--- src/rtl/bus_arbiter_mux_pkg.sv ---
// Shared definitions for the N-master bus arbiter: FSM encodings and the
// packed-bus offset helper used to slice per-master fields.
package bus_arbiter_mux_pkg;

  localparam logic ST_IDLE  = 1'b0;
  localparam logic ST_GRANT = 1'b1;

  // Bit offset of master idx within a bus packed as N fields of the given width.
  function automatic int unsigned pack_off(input int unsigned idx, input int unsigned width);
    return idx * width;
  endfunction

endpackage

--- src/rtl/bus_rr_pick.sv ---
// Combinational round-robin picker: first requester after `last`, wrapping
// modulo N_MASTER, returned both one-hot and as an index.
module bus_rr_pick #(
  parameter int unsigned N_MASTER = 4,
  parameter int unsigned IDX_W    = $clog2(N_MASTER)
) (
  input  logic [N_MASTER-1:0] req,
  input  logic [IDX_W-1:0]    last,
  output logic [N_MASTER-1:0] winner,
  output logic [IDX_W-1:0]    winner_idx
);

  logic             found;
  logic [IDX_W-1:0] idx;

  always_comb begin
    winner     = '0;
    winner_idx = '0;
    found      = 1'b0;
    idx        = '0;
    // Scan last+1 .. last+N so the previous owner is considered last.
    for (int unsigned k = 1; k <= N_MASTER; k++) begin
      idx = IDX_W'((32'(last) + k) % N_MASTER);
      if (!found && req[idx]) begin
        winner[idx] = 1'b1;
        winner_idx  = idx;
        found       = 1'b1;
      end
    end
  end

endmodule

--- src/rtl/bus_arbiter_mux.sv ---
// N-master shared-bus arbiter with round-robin grant, bounded hold time and a
// grant-steered address/write-data mux onto a single slave port.
module bus_arbiter_mux
  import bus_arbiter_mux_pkg::*;
#(
  parameter int unsigned N_MASTER = 4,
  parameter int unsigned ADDR_W   = 8,
  parameter int unsigned DATA_W   = 32,
  parameter int unsigned MAX_HOLD = 8
) (
  input  logic                       clk,
  input  logic                       reset_n,
  input  logic [N_MASTER-1:0]        m_req,
  input  logic [N_MASTER-1:0]        m_we,
  input  logic [N_MASTER*ADDR_W-1:0] m_addr,
  input  logic [N_MASTER*DATA_W-1:0] m_wdata,
  output logic [N_MASTER-1:0]        m_grant,
  output logic                       s_sel,
  output logic                       s_we,
  output logic [ADDR_W-1:0]          s_addr,
  output logic [DATA_W-1:0]          s_wdata,
  input  logic [DATA_W-1:0]          s_rdata,
  output logic [DATA_W-1:0]          m_rdata
);

  localparam int unsigned IDX_W = $clog2(N_MASTER);
  localparam int unsigned CNT_W = $clog2(MAX_HOLD + 1);

  logic                state_q, state_d;
  logic [N_MASTER-1:0] grant_q, grant_d;
  logic [CNT_W-1:0]    cnt_q, cnt_d;
  logic [IDX_W-1:0]    last_q, last_d;

  logic [N_MASTER-1:0] pick;
  logic [IDX_W-1:0]    pick_idx;
  logic                others_req;
  logic                hold_max;

  bus_rr_pick #(
    .N_MASTER (N_MASTER),
    .IDX_W    (IDX_W)
  ) u_pick (
    .req        (m_req),
    .last       (last_q),
    .winner     (pick),
    .winner_idx (pick_idx)
  );

  always_comb begin
    state_d    = state_q;
    grant_d    = grant_q;
    cnt_d      = cnt_q;
    last_d     = last_q;
    others_req = |(m_req & ~grant_q);
    hold_max   = (cnt_q == CNT_W'(MAX_HOLD));
    case (state_q)
      ST_IDLE: begin
        if (|m_req) begin
          state_d = ST_GRANT;
          grant_d = pick;
          last_d  = pick_idx;
          cnt_d   = CNT_W'(1);
        end
      end
      ST_GRANT: begin
        // Every release goes through IDLE, giving the bus one turnaround cycle.
        if (!(|(m_req & grant_q)) || (hold_max && others_req)) begin
          state_d = ST_IDLE;
          grant_d = '0;
          cnt_d   = '0;
        end else if (!hold_max) begin
          cnt_d = cnt_q + CNT_W'(1);
        end
      end
      default: begin
        state_d = ST_IDLE;
        grant_d = '0;
        cnt_d   = '0;
      end
    endcase
  end

  always_ff @(posedge clk or negedge reset_n) begin
    if (!reset_n) begin
      state_q <= ST_IDLE;
      grant_q <= '0;
      cnt_q   <= '0;
      last_q  <= IDX_W'(N_MASTER - 1);
    end else begin
      state_q <= state_d;
      grant_q <= grant_d;
      cnt_q   <= cnt_d;
      last_q  <= last_d;
    end
  end

  // AND-OR mux on the one-hot grant; an empty grant yields all zeros.
  always_comb begin
    s_we    = 1'b0;
    s_addr  = '0;
    s_wdata = '0;
    for (int unsigned i = 0; i < N_MASTER; i++) begin
      s_we    = s_we | (m_we[i] & grant_q[i]);
      s_addr  = s_addr | (m_addr[pack_off(i, ADDR_W) +: ADDR_W] & {ADDR_W{grant_q[i]}});
      s_wdata = s_wdata | (m_wdata[pack_off(i, DATA_W) +: DATA_W] & {DATA_W{grant_q[i]}});
    end
  end

  assign m_grant = grant_q;
  assign s_sel   = |grant_q;
  assign m_rdata = s_rdata;

endmodule

--- config.mk ---
export PLATFORM = sky130hd
export DESIGN_NAME = bus_arbiter_mux
export DESIGN_NICKNAME = d
export VERILOG_FILES = /design/src/rtl/bus_arbiter_mux_pkg.sv /design/src/rtl/bus_rr_pick.sv /design/src/rtl/bus_arbiter_mux.sv
export SDC_FILE = /design/constraint.sdc
export NUM_CORES = 1
export LEC_CHECK = 0
export CORE_AREA = 2 2 109 111
export CTS_CLUSTER_SIZE = 40
export DETAILED_ROUTE_END_ITERATION = 7
export DIE_AREA = 0 0 111 113
export PLACE_DENSITY = 0.76
export RECOVER_POWER = 25
export SLEW_MARGIN = 10
export SYNTH_ARGS = -nofsm -noshare
export SYNTH_HDL_FRONTEND = slang
export SYNTH_SLANG_ARGS = --single-unit
export TNS_END_PERCENT = 50
--- constraint.sdc ---
create_clock -name clk -period 2.3 [get_ports clk]
set_input_delay 0.23 -clock clk [delete_from_list [all_inputs] [get_ports clk]]
set_output_delay 0.23 -clock clk [all_outputs]
set_load 0.02 [all_outputs]
==> summary by stage <==
Outcome
The run finished with clean final reports.

Floorplan
The area of the die is 12,540 µm². The core region is 11,270 µm². The die width is 111 µm. The vertical die dimension is 113 µm. The initial utilization of the core area, before any placement, comes to 19.67%.

280 I/O pins were placed. Row generation in the floorplan step produced 39 rows.

STA
Setup repair after global routing left no endpoint under its margin. The relative slew slack is 62.61%. The final max-slew violation count was 0. The setup total negative slack is 0 ps. For the final database, setup skew stands at 4.121 ps. Derived from the worst setup path, the maximum achievable clock frequency is 461.3 MHz. Subtracting the final worst setup slack from the clock period gives 2168 ps. The post-route fraction of the period consumed by the critical path is 94.25%. Setup violations remaining at the end of the flow were counted as 0.

The transition time at the pin with the least slew margin is 559.8 ps. The final-report hold violation count is 0.

Worst setup path
In this run the worst path has a maximum fanout of 5. The arrival time of the worst setup path is 2270 ps. The data required time at the worst endpoint is 2410 ps. The critical path is of the register to register type.

The element type at the critical path end is a register. The startpoint type of the worst setup path is a register.

Worst hold path
The class of the worst hold path is input pin to asynchronous set/reset pin.

Drt
The detail-routed via count per cell is 4.902. The detailed-route via count is 3,000. The DRC violation total after the first TritonRoute iteration is 191. The number of antenna-violating nets in the routed design is 0.

The total iterations of the first detailed-routing run is 4. The final routed DRC violation total is 0. Dividing the detail-routed wire length by the instance count gives 18.53 µm. After detailed routing, the total wire length is 11,340 µm.

Flow run
The max-cap check violation count is 0.

Global routing
The overall overflow remaining after global route is 0. The via count of the first global-routing pass is 3,122. The initial antenna violation count was 0. The first-pass GRT wire length is 17,100 µm. The all-layer global routing usage is 16.68%.

Entering global routing, the biggest net connects 43 pins.

Synth
Synthesis produced a netlist with a net count of 502. The cell area after synthesis is 2217 µm². In the synthesized netlist the dominant register cell turns out to be sky130_fd_sc_hd__dfrtp_1. Counting flops with an async set or reset pin after synthesis yields a share of 100.0%.

The sequential element share of the synthesized area is 12.53%. During synthesis, Yosys emitted a total of 0 warnings. The number of flops mapped to enable cells by yosys is 0. After synthesis, the largest area contributor takes up 28.44% of total cell area. The average cell area after synthesis is 7.645 µm². Synthesis handed over a netlist of 290 instances. The cell taking the most area after synthesis is sky130_fd_sc_hd__a22oi_1. Sorting the synthesized cells by area gives the leading types as sky130_fd_sc_hd__a22oi_1 (28%), sky130_fd_sc_hd__buf_4 (11%), sky130_fd_sc_hd__dfrtp_1 (10%). The post-synthesis cell type count is 44. The post-synthesis register bit count is 11.

Power and ir drop
The worst vdd rail ir drop is 0.0005510 V. The cell area power density is 976.6 nW/µm². Total power for the finished layout comes to 0.004326 W.

The leakage power figure is 1.755 nW.

Cells and area
The area growth from synthesis to layout is 99.77%. In the final layout, the share of cells above drive strength 1 is 8.316%. The library cells used most frequently in the layout, excluding fill and tap cells, are sky130_fd_sc_hd__clkdlybuf4s50_1 (215), sky130_fd_sc_hd__a22oi_1 (84), sky130_fd_sc_hd__nand2_1 (49). The repair_antennas step left the layout with diodes totalling 0. For this run, the post-layout net count is 682. Cells fill 39.29% of the core in the end. Leaving out fill and tap cells, the most frequent cell in the layout is sky130_fd_sc_hd__clkdlybuf4s50_1. The fill cell total of the finished layout is 1,125.

Placement
Routability-driven placement finished with a final weighted congestion of 0.8839. Summed over all nets, the half-perimeter wirelength after detailed placement is 9048 µm. The count of buffers added on input and output ports is 215.

Clock network
In this run the clock root is driven by a sky130_fd_sc_hd__clkbuf_16. At the later pin of the worst-skew pair, clock insertion delay measures 240 ps. The clock transition at the registers of the reported paths is 50 ps.

In this run, CTS created clock tree buffers numbering 3. The clock tree from TritonCTS is done. The tree built by TritonCTS fans out to 11 sinks.

In this run the number of H-tree levels came out at 1. The clock passes through at most 2 buffers.
==> layout make-up <==
cell class,instances,area (µm²),share of cell area (%)
multi-input cells,210,1544,34.86
clock buffers,4,78.83,1.780
well taps,143,178.9,4.040
repair buffers,233,2303,52.01
flip-flops and latches,11,282.8,6.384
inverters,11,41.29,0.9322
==> flip-flops by register name (all words and copies together) (netlist names) <==
signal,cells
cnt_q,4
last_q,2
m_grant,4
state_q,1
==> cells in the mapped netlist (2+ instances only) <==
| master | count |
|---|---|
| sky130_fd_sc_hd__nand2_1 | 49 |
| sky130_fd_sc_hd__dfstp_2 | 2 |
| sky130_fd_sc_hd__clkbuf_1 | 20 |
| sky130_fd_sc_hd__mux4_2 | 2 |
| sky130_fd_sc_hd__nor3b_1 | 2 |
| sky130_fd_sc_hd__inv_1 | 10 |
| sky130_fd_sc_hd__o221ai_1 | 7 |
| sky130_fd_sc_hd__nor2_1 | 2 |
| sky130_fd_sc_hd__nor2b_1 | 5 |
| sky130_fd_sc_hd__a21oi_1 | 3 |
| sky130_fd_sc_hd__a22oi_1 | 84 |
| sky130_fd_sc_hd__ha_1 | 10 |
| sky130_fd_sc_hd__dfrtp_1 | 9 |
| sky130_fd_sc_hd__buf_4 | 33 |
| sky130_fd_sc_hd__buf_6 | 3 |
| sky130_fd_sc_hd__a2111oi_2 | 2 |
| sky130_fd_sc_hd__nand3b_1 | 4 |
| sky130_fd_sc_hd__and3b_1 | 5 |
| sky130_fd_sc_hd__o21ai_0 | 5 |
| sky130_fd_sc_hd__a31oi_1 | 3 |
| sky130_fd_sc_hd__mux2i_1 | 4 |
| sky130_fd_sc_hd__a21o_1 | 4 |
==> final timing paths <==
check | start | to | slack [ps] | cells past startpoint
max in group asynchronous | reset_n | m_grant[1]$_DFFE_PN0P_ | 1550 | 1
min in group clk | s_rdata[20] | m_rdata[20] | 460 | 0
hold reg to reg | cnt_q[2]$_DFFE_PN0P_ | cnt_q[2]$_DFFE_PN0P_ | 500 | 1
setup reg to reg | last_q[0]$_DFFE_PN1P_ | m_grant[3]$_DFFE_PN0P_ | 130 | 6
hold / removal | reset_n | m_grant[1]$_DFFE_PN0P_ | 340 | 1
setup / recovery | last_q[0]$_DFFE_PN1P_ | m_grant[3]$_DFFE_PN0P_ | 130 | 6
==> per-layer routing <==
layer / global-route usage [%] / share of wire, % / up-vias
met4: 3.167 / 1.5 / 0
met2: 29.61 / 50 / 160
met3: 4.660 / 7.5 / 17
met1: 20.37 / 41 / 1395
met5: 0 / 0 / -
li1: - / - / 1428
==> stage by stage <==
stage,hold WS [ps],cells,cell area [µm²],setup slack [ps]
6_report,344.4,612,4429,132.3
5_1_grt,383.0,612,4429,18.61
4_1_cts,362.4,611,4418,68.88
3_5_place_dp,460.1,607,4337,132.2
3_3_place_gp,460.1,607,4337,181.9
2_1_floorplan,-65.59,290,2230,5.794
==> critical path, stage by stage, from the launching register on <==
cell	delay (ps)
sky130_fd_sc_hd__dfstp_2	520
sky130_fd_sc_hd__inv_1	110
sky130_fd_sc_hd__ha_4	320
sky130_fd_sc_hd__mux4_2	550
sky130_fd_sc_hd__and3b_2	230
sky130_fd_sc_hd__o221ai_1	160
sky130_fd_sc_hd__o221ai_1	130
==> power by group <==
group	internal (W)	total, W	switching [W]
clock	0.000233	0.000326	0.0000925
combinational	0.00173	0.00363	0.00190
sequential	0.000289	0.000371	0.0000821
total	0.00225	0.00433	0.00207
==> repair_timing <==
item / CTS / global route
resized for setup: 1 / 0
endpoints found under the setup margin: 2 / 1
buffers inserted: 0 / 1
hold buffers: 0 / 0
==> cell families after synthesis <==
group	share of synthesized area, %
fa+ha+maj	5.643
compound gates	40.35
flops	12.53
xor+xnor	0.3951
simple gates	17.66
buf+inv	18.40
mux	5.023
No activity file was read; power rests on OpenSTA's default activity.
